**config.mk**
```make
export PLATFORM = sky130hd
export DESIGN_NAME = boot_loader_ctrl
export DESIGN_NICKNAME = d
export VERILOG_FILES = /design/src/rtl/boot_loader_ctrl_pkg.sv /design/src/rtl/boot_frame_csum.sv /design/src/rtl/boot_loader_ctrl.sv
export SDC_FILE = /design/constraint.sdc
export NUM_CORES = 1
export LEC_CHECK = 0
export CAP_MARGIN = 0
export CORE_MARGIN = 3
export CORE_UTILIZATION = 50
export CTS_BUF_LIST = sky130_fd_sc_hd__clkbuf_8 sky130_fd_sc_hd__clkbuf_16
export DETAILED_ROUTE_END_ITERATION = 12
export HOLD_SLACK_MARGIN = 0.15
export PLACE_DENSITY_LB_ADDON = 0.15
export SLEW_MARGIN = 15
export SYNTH_ARGS = -nofsm -noshare
export SYNTH_HDL_FRONTEND = slang
export SYNTH_SLANG_ARGS = --single-unit
export TNS_END_PERCENT = 100
```
**constraint.sdc**
```tcl
create_clock -name clock -period 2.4 [get_ports clock]
set_input_delay 0.24 -clock clock [delete_from_list [all_inputs] [get_ports clock]]
set_output_delay 0.24 -clock clock [all_outputs]
set_load 0.02 [all_outputs]
```
**src/rtl/boot_loader_ctrl_pkg.sv**
```systemverilog
// Shared types and constants for the UART boot loader: FSM state encoding,
// default framing bytes and the width of the frame length field.
package boot_loader_ctrl_pkg;

  typedef enum logic [2:0] {
    IDLE   = 3'd0,
    LEN_LO = 3'd1,
    LEN_HI = 3'd2,
    DATA   = 3'd3,
    CSUM   = 3'd4,
    REPLY  = 3'd5,
    RUN    = 3'd6,
    ERR    = 3'd7
  } state_e;

  localparam logic [7:0] SYNC_BYTE_DEF = 8'hFE;
  localparam logic [7:0] ACK_BYTE_DEF  = 8'h06;
  localparam logic [7:0] NAK_BYTE_DEF  = 8'h15;
  localparam int unsigned LEN_W        = 16;

  function automatic logic in_frame(input state_e st);
    return (st == LEN_LO) || (st == LEN_HI) || (st == DATA) || (st == CSUM);
  endfunction

endpackage

```
**src/rtl/boot_frame_csum.sv**
```systemverilog
// 8-bit running modular sum of frame bytes with clear/enable and a
// zero-detect on the sum that would result from adding the current byte.
module boot_frame_csum (
  input  logic       clock,
  input  logic       reset,
  input  logic       clr,
  input  logic       en,
  input  logic [7:0] din,
  output logic       next_zero
);

  logic [7:0] sum_q;
  logic [7:0] sum_d;
  logic [7:0] sum_add;

  // next running sum
  always_comb begin
    sum_add = sum_q + din;
    if (clr) begin
      sum_d = 8'h00;
    end else if (en) begin
      sum_d = sum_add;
    end else begin
      sum_d = sum_q;
    end
  end

  // sum register
  always_ff @(posedge clock) begin
    if (!reset) begin
      sum_q <= 8'h00;
    end else begin
      sum_q <= sum_d;
    end
  end

  assign next_zero = (sum_add == 8'h00);

endmodule

```
**src/rtl/boot_loader_ctrl.sv**
```systemverilog
// UART boot sequencer: parses sync/length/words/checksum frames, writes words
// into instruction memory, replies ACK or NAK and releases the core on success.
module boot_loader_ctrl
  import boot_loader_ctrl_pkg::*;
#(
  parameter int unsigned ADDR_W         = 12,
  parameter logic [7:0]  SYNC_BYTE      = SYNC_BYTE_DEF,
  parameter logic [7:0]  ACK_BYTE       = ACK_BYTE_DEF,
  parameter logic [7:0]  NAK_BYTE       = NAK_BYTE_DEF,
  parameter int unsigned TIMEOUT_CYCLES = 1000000
) (
  input  logic              clock,
  input  logic              reset,
  input  logic              rx_valid,
  input  logic [7:0]        rx_data,
  input  logic              tx_ready,
  output logic              tx_valid,
  output logic [7:0]        tx_data,
  output logic              imem_we,
  output logic [ADDR_W-1:0] imem_addr,
  output logic [31:0]       imem_wdata,
  output logic              core_reset,
  output logic              boot_done,
  output logic              boot_error
);

  localparam int unsigned CNT_W = ADDR_W + 1;
  localparam int unsigned TMO_W = $clog2(TIMEOUT_CYCLES + 1);
  localparam int unsigned CAP   = 32'd1 << ADDR_W;

  state_e            state_q, state_d;
  logic [7:0]        len_lo_q, len_lo_d;
  logic [CNT_W-1:0]  count_q, count_d;
  logic [CNT_W-1:0]  word_idx_q, word_idx_d;
  logic [1:0]        lane_q, lane_d;
  logic [23:0]       word_q, word_d;
  logic [TMO_W-1:0]  tmo_q, tmo_d;
  logic              ack_q, ack_d;
  logic              tx_valid_q, tx_valid_d;
  logic [7:0]        tx_data_q, tx_data_d;
  logic              imem_we_q, imem_we_d;
  logic [ADDR_W-1:0] imem_addr_q, imem_addr_d;
  logic [31:0]       imem_wdata_q, imem_wdata_d;
  logic              core_reset_q, core_reset_d;
  logic              boot_done_q, boot_done_d;
  logic              boot_error_q, boot_error_d;

  logic              csum_clr, csum_en, csum_next_zero;
  logic [LEN_W-1:0]  len16;
  logic              tmo_hit;

  boot_frame_csum u_csum (
    .clock     (clock),
    .reset     (reset),
    .clr       (csum_clr),
    .en        (csum_en),
    .din       (rx_data),
    .next_zero (csum_next_zero)
  );

  assign len16   = {rx_data, len_lo_q};
  // A byte arriving on the expiry cycle wins over the timeout.
  assign tmo_hit = !rx_valid && (tmo_q == TMO_W'(TIMEOUT_CYCLES - 1));

  // frame parser next-state and output logic
  always_comb begin
    state_d      = state_q;
    len_lo_d     = len_lo_q;
    count_d      = count_q;
    word_idx_d   = word_idx_q;
    lane_d       = lane_q;
    word_d       = word_q;
    ack_d        = ack_q;
    tx_valid_d   = tx_valid_q;
    tx_data_d    = tx_data_q;
    imem_we_d    = 1'b0;
    imem_addr_d  = imem_addr_q;
    imem_wdata_d = imem_wdata_q;
    core_reset_d = core_reset_q;
    boot_done_d  = boot_done_q;
    boot_error_d = boot_error_q;
    csum_clr     = 1'b0;
    csum_en      = 1'b0;

    if (in_frame(state_q) && !rx_valid) begin
      tmo_d = tmo_q + TMO_W'(1);
    end else begin
      tmo_d = '0;
    end

    case (state_q)
      IDLE: begin
        if (rx_valid && (rx_data == SYNC_BYTE)) begin
          state_d      = LEN_LO;
          csum_clr     = 1'b1;
          word_idx_d   = '0;
          lane_d       = 2'd0;
          boot_error_d = 1'b0;
        end else begin
          state_d = IDLE;
        end
      end
      LEN_LO: begin
        if (rx_valid) begin
          len_lo_d = rx_data;
          csum_en  = 1'b1;
          state_d  = LEN_HI;
        end else if (tmo_hit) begin
          state_d = ERR;
        end else begin
          state_d = LEN_LO;
        end
      end
      LEN_HI: begin
        if (rx_valid) begin
          csum_en = 1'b1;
          count_d = CNT_W'(len16);
          if ({16'h0000, len16} > CAP) begin
            state_d = ERR;
          end else if (len16 == 16'h0000) begin
            state_d = CSUM;
          end else begin
            state_d = DATA;
          end
        end else if (tmo_hit) begin
          state_d = ERR;
        end else begin
          state_d = LEN_HI;
        end
      end
      DATA: begin
        if (rx_valid) begin
          csum_en = 1'b1;
          lane_d  = lane_q + 2'd1;
          case (lane_q)
            2'd0:    word_d[7:0]   = rx_data;
            2'd1:    word_d[15:8]  = rx_data;
            2'd2:    word_d[23:16] = rx_data;
            default: begin
              imem_we_d    = 1'b1;
              imem_addr_d  = word_idx_q[ADDR_W-1:0];
              imem_wdata_d = {rx_data, word_q};
              word_idx_d   = word_idx_q + CNT_W'(1);
              if ((word_idx_q + CNT_W'(1)) == count_q) begin
                state_d = CSUM;
              end else begin
                state_d = DATA;
              end
            end
          endcase
        end else if (tmo_hit) begin
          state_d = ERR;
        end else begin
          state_d = DATA;
        end
      end
      CSUM: begin
        if (rx_valid) begin
          if (csum_next_zero) begin
            state_d    = REPLY;
            ack_d      = 1'b1;
            tx_valid_d = 1'b1;
            tx_data_d  = ACK_BYTE;
          end else begin
            state_d = ERR;
          end
        end else if (tmo_hit) begin
          state_d = ERR;
        end else begin
          state_d = CSUM;
        end
      end
      ERR: begin
        boot_error_d = 1'b1;
        ack_d        = 1'b0;
        tx_valid_d   = 1'b1;
        tx_data_d    = NAK_BYTE;
        state_d      = REPLY;
      end
      REPLY: begin
        if (tx_valid_q && tx_ready) begin
          tx_valid_d = 1'b0;
          if (ack_q) begin
            state_d      = RUN;
            core_reset_d = 1'b0;
            boot_done_d  = 1'b1;
          end else begin
            state_d = IDLE;
          end
        end else begin
          state_d = REPLY;
        end
      end
      RUN: begin
        state_d = RUN;
      end
      default: begin
        state_d = IDLE;
      end
    endcase
  end

  // state and registered outputs
  always_ff @(posedge clock) begin
    if (!reset) begin
      state_q      <= IDLE;
      len_lo_q     <= 8'h00;
      count_q      <= '0;
      word_idx_q   <= '0;
      lane_q       <= 2'd0;
      word_q       <= 24'h000000;
      tmo_q        <= '0;
      ack_q        <= 1'b0;
      tx_valid_q   <= 1'b0;
      tx_data_q    <= 8'h00;
      imem_we_q    <= 1'b0;
      imem_addr_q  <= '0;
      imem_wdata_q <= 32'h00000000;
      core_reset_q <= 1'b1;
      boot_done_q  <= 1'b0;
      boot_error_q <= 1'b0;
    end else begin
      state_q      <= state_d;
      len_lo_q     <= len_lo_d;
      count_q      <= count_d;
      word_idx_q   <= word_idx_d;
      lane_q       <= lane_d;
      word_q       <= word_d;
      tmo_q        <= tmo_d;
      ack_q        <= ack_d;
      tx_valid_q   <= tx_valid_d;
      tx_data_q    <= tx_data_d;
      imem_we_q    <= imem_we_d;
      imem_addr_q  <= imem_addr_d;
      imem_wdata_q <= imem_wdata_d;
      core_reset_q <= core_reset_d;
      boot_done_q  <= boot_done_d;
      boot_error_q <= boot_error_d;
    end
  end

  assign tx_valid   = tx_valid_q;
  assign tx_data    = tx_data_q;
  assign imem_we    = imem_we_q;
  assign imem_addr  = imem_addr_q;
  assign imem_wdata = imem_wdata_q;
  assign core_reset = core_reset_q;
  assign boot_done  = boot_done_q;
  assign boot_error = boot_error_q;

endmodule
```
## Word level (Yosys, flattened, before mapping)

Cells that the tools add are included.

| storage, ports and cells | value |
|---|---|
| flip-flop bits (word level) | 149 |
| bits of input ports | 12 |
| output and inout bits | 57 |
| logic and storage cells | 117 |

| cells by class | value |
|---|---|
| add/sub/neg operators | 4 |
| $lt $le $gt $ge | 1 |
| eq/ne operators | 19 |
| mux-type cells | 39 |
| bitwise operators | 2 |
| reductions and logical operators | 33 |

Operator list:

| kind | number |
|---|---|
| two-way mux 13 bit | 3 |
| two-way mux 3 bit | 13 |
| case mux 13 bit (2 select lines) | 1 |
| case mux 3 bit (8 select lines) | 1 |
| AND reduction 3 bit | 8 |
| adder 20 x 1 -> 20 bit (second input constant) | 1 |
| == test 20 bit (second input constant) | 1 |
| greater-than comparator 16 x 13 -> 1 bit (second input constant) | 1 |
| logical NOT 16 bit | 1 |
| two-way mux 8 bit | 2 |
| case mux 8 bit (2 select lines) | 1 |
| adder 13 x 1 -> 13 bit (second input constant) | 1 |
| == test 13 bit | 1 |
| == test 3 bit (second input constant) | 4 |
| != test 2 bit (second input constant) | 6 |
| two-way mux 1 bit | 10 |
| adder 8 bit | 1 |
| == test 8 bit (second input constant) | 1 |
| logical NOT 8 bit | 1 |
| two-way mux 2 bit | 4 |
| AND reduction 2 bit | 4 |
| AND reduction 4 bit | 2 |
| == test 3 x 2 -> 1 bit (second input constant) | 2 |
| nonzero test 2 bit | 3 |
| other kinds (17) | 25 |

## Longest topological paths before layout

| depth | value |
|---|---|
| depth in word-level cells | 6 |
| depth in mapped cells | 9 |
| gate-level depth less buffers | 9 |

## Modules after synthesis

Synthesis repeated with hierarchy kept, for this count alone.

| unflattened totals | value |
|---|---|
| cells, all modules | 845 |
| area, all modules | 6835.3 um^2 |

Modules (own cells, without submodules):

| module | instances | cells an instance | area an instance (um^2) | seq. area each (um^2) |
|---|---|---|---|---|
| boot_loader_ctrl | 1 | 773 | 6213.5 | 2702.6 |
| boot_frame_csum | 1 | 72 | 621.8 | 160.2 |

## Worst setup path before layout

OpenSTA, ideal clock, no wires.

| timing | value |
|---|---|
| path kind | input port to flip-flop |
| from | input port rx_data[1] |
| to | register tx_data_q[0], in the netlist tx_data[0] |
| library setup time | 0.119 ns |
| arrival | 2.115 ns |
| data required time | 2.281 ns |
| slack | 0.167 ns |
| cell stages on the path | 9 |
| buffers on the path | 1 |
| path through | clkbuf_1 -> inv_1 -> fa_1 -> nand2b_1 -> a21o_1 -> a311o_1 -> nor2_2 -> a41oi_2 -> o221a_1 |

| on the way | value |
|---|---|
| word-level cells in the longest chain between the ends | 4 |

Ends and longest elaborated chain:

| element | RTL line | source |
|---|---|---|
| start: declaration | boot_loader_ctrl.sv:15 | `input logic [7:0] rx_data,` |
| adder 8 bit | boot_frame_csum.sv:18 | `sum_add = sum_q + din;` |
| logical NOT 8 bit | boot_frame_csum.sv:37 | `assign next_zero = (sum_add == 8'h00);` |
| != test 2 bit (no source line) | - |  |
| AND reduction 3 bit (no source line) | - |  |
| end signal: assignment | boot_loader_ctrl.sv:232 | `tx_data_q <= tx_data_d;` |
| end: declaration | boot_loader_ctrl.sv:40 | `logic [7:0] tx_data_q, tx_data_d;` |

Every way passes these cells.
A chain may end at the register's enable or synchronous reset.

## Final worst setup path

| timing | value |
|---|---|
| from | register u_csum.sum_q[0] |
| to | register tx_data_q[0], in the netlist tx_data[0] |

| on the way | value |
|---|---|
| word-level cells in the longest chain between the ends | 4 |

Ends and longest elaborated chain:

| element | RTL line | source |
|---|---|---|
| start: declaration | boot_frame_csum.sv:12 | `logic [7:0] sum_q;` |
| start signal: assignment | boot_frame_csum.sv:33 | `sum_q <= sum_d;` |
| adder 8 bit | boot_frame_csum.sv:18 |  |
| logical NOT 8 bit | boot_frame_csum.sv:37 |  |
| != test 2 bit (no source line) | - |  |
| AND reduction 3 bit (no source line) | - |  |

Every way passes these cells.

==> tab_implementation.tex <==
\begin{tabular}{lr}
\hline
Metric & Value \\
\hline
\multicolumn{2}{l}{\textbf{Worst setup path}} \\
\quad Worst r2r path cells & 9 \\
\quad Critical path class & reg2reg \\
\quad Data required, critical path & 2.72 ns \\
\quad Crit end category & flop \\
\quad Crit path launch type & flop \\
\quad Largest fanout on the critical path & 3 \\
\quad Endpoint arrival time on the critical path & 2.57 ns \\
\multicolumn{2}{l}{\textbf{Clock network}} \\
\quad Clock transition time at the flip-flop clock pins of the worst setup and hold paths & 0.06 ns \\
\quad Number of post-CTS setup repair buffers & 0 \\
\quad H-tree levels & 4 \\
\quad Clock root buffer & sky130\_fd\_sc\_hd\_\_clkbuf\_16 \\
\quad Clock buffers created by TritonCTS & 17 \\
\quad \# clock sinks & 143 \\
\quad Later-pin clock latency in the skew report & 0.43 ns \\
\quad CTS tree & done \\
\quad Deepest clock path buffer count & 2 \\
\multicolumn{2}{l}{\textbf{Outcome}} \\
\quad Outcome & completed \\
\multicolumn{2}{l}{\textbf{Logic synthesis}} \\
\quad Number of synthesized register bits & 143 \\
\quad Most frequently used flop master after synthesis & sky130\_fd\_sc\_hd\_\_dfxtp\_1 \\
\quad Synth Warn \# & 0 \\
\quad Seq/Total Area, Yosys & 0.4126 \\
\quad Fraction of the mapped netlist area in adder cells & 0.02633 \\
\quad Synthesized area divided by synthesized cell count & 8.096 um2 \\
\quad Mapped Cells & 857 \\
\quad Proportion of synthesized flip-flops having asynchronous set or reset & 0 \\
\quad EDFF count, synth & 0 \\
\quad Synthesized-area fraction occupied by xor and xnor cells & 0.04274 \\
\quad Dominant combinational cell family by area after synthesis & simple AND/OR/NAND/NOR gates \\
\quad Share of the synthesized area in compound gates (AO/OA/AOI/OAI) & 0.1998 \\
\quad Cell area after synthesis & 0.006938 mm2 \\
\quad Distinct cell type count of the synthesized netlist & 71 \\
\quad Area share of and/or/nand/nor cells after synthesis & 0.2655 \\
\quad Fraction of synthesized area in multiplexers & 0 \\
\multicolumn{2}{l}{\textbf{Detailed routing}} \\
\quad Post-DR wirelength/cell & 15.10 um \\
\quad Routed wire length & 16.92 mm \\
\quad Number of design rule violations left after detail routing & 0 \\
\quad Total vias in the final route & 6220 \\
\quad Number of violations reported at the end of detailed-routing iteration 0 & 452 \\
\quad First-pass iteration count of the detailed router & 5 \\
\quad Antenna viol nets, final & 0 \\
\quad Per-cell via count in the routed design & 5.554 \\
\multicolumn{2}{l}{\textbf{Hold path}} \\
\quad Min-Delay Path Class & reg2reg \\
\quad WHS Path Cells & 2 \\
\multicolumn{2}{l}{\textbf{Flow run}} \\
\quad Maximum capacitance violations & 0 \\
\multicolumn{2}{l}{\textbf{Finish}} \\
\quad Commonest non-fill, non-tap cell in the layout & sky130\_fd\_sc\_hd\_\_nand2\_1 \\
\quad Number of nets in the finished design & 958 \\
\quad Diode insertion count for antenna repair & 0 \\
\quad Layout filler cell count & 1165 \\
\quad Most used cells in the layout excluding fill and tap cells & 203 x sky130\_fd\_sc\_hd\_\_nand2\_1, 143 x sky130\_fd\_sc\_hd\_\_dfxtp\_1, 76 x sky130\_fd\_sc\_hd\_\_a21boi\_0, 63 x sky130\_fd\_sc\_hd\_\_clkdlybuf4s50\_1, 49 x sky130\_fd\_sc\_hd\_\_nand3\_1 \\
\quad Cell Count, Final, Fillers Out & 1120 \\
\quad Area Overhead vs Synth & 23.39\% \\
\quad Share of final-layout standard cells stronger than drive strength 1 & 0.1049 \\
\quad Final core occ & 0.6388 \\
\multicolumn{2}{l}{\textbf{Floorplanning}} \\
\quad Y dimension of the die & 123.8 um \\
\quad X dimension of the die & 123.8 um \\
\quad Initial standard-cell utilization of the core & 0.5177 \\
\quad Area of the core & 0.01340 mm2 \\
\quad Site Rows & 42 \\
\quad Area of the die & 0.01533 mm2 \\
\quad Ports & 69 \\
\multicolumn{2}{l}{\textbf{Timing}} \\
\quad Final cycle utilization of the critical path & 0.9377 \\
\quad Setup clock skew after layout & 0.006381 ns \\
\quad Worst max-slew margin expressed relative to the limit & 0.6238 \\
\quad Peak clock frequency supported by timing & 444.3 MHz \\
\quad Setup violators final & 0 \\
\quad Final count of hold timing violations & 0 \\
\quad Post-layout worst setup margin & 0.1495 ns \\
\quad Slew Limit Fails & 0 \\
\quad Slew of the pin with the lowest slew margin & 0.5623 ns \\
\quad Fin crit period & 2.250 ns \\
\multicolumn{2}{l}{\textbf{Global routing}} \\
\quad Pin count of the biggest net entering global routing & 37 \\
\quad Overflow after GRT & 0 \\
\quad Wire length of the first global-routing pass & 28.48 mm \\
\quad Global routing usage summed across all routing layers & 0.2311 \\
\quad Via count of the first global-routing pass & 6100 \\
\quad Number of antenna violations at the first check in global routing & 0 \\
\multicolumn{2}{l}{\textbf{Placement}} \\
\quad Number of buffers inserted by port buffering & 64 \\
\quad Placed cells & 1088 \\
\quad Routability Congestion & 0.8836 \\
\quad Detailed placer's ending HPWL & 11.90 mm \\
\quad Setup WS pre-CTS & -0.3625 ns \\
\multicolumn{2}{l}{\textbf{Power}} \\
\quad Peak ir drop on the vdd network & 0.4605 mV \\
\quad PD cells & 631.1 mW/mm2 \\
\quad Static leakage & 2.964 nW \\
\hline
\end{tabular}
## power breakdown
group          leakage, nW  internal [mW]  total, mW  switching [mW]
sequential            1.15           2.37       2.37        0.000123
clock                0.316           1.85       2.84           0.989
combinational         1.50         0.0859      0.190           0.104
total                 2.96           4.31       5.40            1.09
## critical path, cell delays in order (launching register included)
cell and delay [ns]:
sky130_fd_sc_hd__dfxtp_1 0.33, sky130_fd_sc_hd__ha_1 0.17, sky130_fd_sc_hd__inv_1 0.06, sky130_fd_sc_hd__fa_1 0.42
sky130_fd_sc_hd__nand2b_4 0.18, sky130_fd_sc_hd__a21o_1 0.16, sky130_fd_sc_hd__a311o_1 0.32, sky130_fd_sc_hd__nor2_2 0.15
sky130_fd_sc_hd__a41oi_2 0.10, sky130_fd_sc_hd__o221a_1 0.25
## final timing paths
| kind | endpoint | slack, ns | startpoint |
|---|---|---|---|
| hold / removal | core_reset | 0.44 | core_reset |
| setup reg to reg | tx_data[0] | 0.15 | u_csum.sum_q[0] |
| hold reg to reg | core_reset | 0.44 | core_reset |
| setup / recovery | tx_data[0] | 0.15 | u_csum.sum_q[0] |
## layout make-up
type | instances | area, um2 | area share
clock buffers | 18 | 439.2 | 0.05130
flip-flops and latches | 143 | 2863 | 0.3344
well taps | 176 | 220.2 | 0.02572
clock inverters | 13 | 195.2 | 0.02280
inverters | 15 | 56.30 | 0.006577
repair buffers | 115 | 1046 | 0.1222
multi-input cells | 640 | 3741 | 0.4370
## registers in the layout (all words and copies together) (netlist names)
signal        cells
u_csum.sum_q      8
word_q           24
boot_done         1
imem_wdata       32
imem_addr        12
core_reset        1
word_idx_q       13
lane_q            2
count_q          13
tmo_q            20
len_lo_q          8
imem_we           1
tx_valid          1
state_q           3
boot_error        1
tx_data           3
## metrics by stage
| step | hold slack, ns | power [mW] | cell area, um2 | setup TNS [ns] |
|---|---|---|---|---|
| 2_1_floorplan | 0.3849 | 2.530 | 6949 | 0 |
| 3_3_place_gp | 0.4382 | 2.608 | 7898 | -1.197 |
| 3_5_place_dp | 0.4445 | 2.610 | 7898 | -1.740 |
| 4_1_cts | 0.4503 | 5.433 | 8542 | 0 |
| 5_1_grt | 0.4713 | 5.555 | 8561 | -0.002659 |
| 6_report | 0.4449 | 5.403 | 8561 | 0 |
## synthesized netlist by cell type, types with 13 or more instances
| library cell | number | area share |
|---|---|---|
| sky130_fd_sc_hd__a21boi_0 | 76 | 0.082 |
| sky130_fd_sc_hd__a21boi_1 | 20 | 0.022 |
| sky130_fd_sc_hd__a21oi_1 | 27 | 0.019 |
| sky130_fd_sc_hd__buf_2 | 18 | 0.013 |
| sky130_fd_sc_hd__clkbuf_1 | 32 | 0.017 |
| sky130_fd_sc_hd__dfxtp_1 | 143 | 0.41 |
| sky130_fd_sc_hd__ha_1 | 13 | 0.023 |
| sky130_fd_sc_hd__inv_1 | 15 | 0.0081 |
| sky130_fd_sc_hd__nand2_1 | 203 | 0.11 |
| sky130_fd_sc_hd__nand3_1 | 49 | 0.035 |
| sky130_fd_sc_hd__nor2_1 | 41 | 0.022 |
| sky130_fd_sc_hd__nor2b_1 | 14 | 0.013 |
| sky130_fd_sc_hd__nor3_1 | 16 | 0.012 |
| sky130_fd_sc_hd__o21ai_0 | 16 | 0.012 |
| sky130_fd_sc_hd__xnor2_1 | 21 | 0.027 |
## layer usage
metal  wire (um)  vias to the layer above  track usage
met5           0                        -            0
met3         958                       26      0.05495
li1            -                     3082            -
met4         265                        0      0.07889
met1        7536                     2939       0.2914
met2        8157                      173       0.3876
## cell families after synthesis
| logic type | Yosys count |
|---|---|
| and+or+nand+nor | 394 |
| AOI/OAI and AO/OA | 195 |
| DFF | 143 |
| buffers and inverters | 77 |
| xor gates and xnor gates | 33 |
| adders and majority gates | 14 |
| other | 1 |
## what timing repair did
item                       CTS  global route
hold endpoints to repair     1             0
setup endpoints to repair    0             5
hold buffers                 1             0
gates resized for setup      0             4
(Power assumes the default switching activity.)
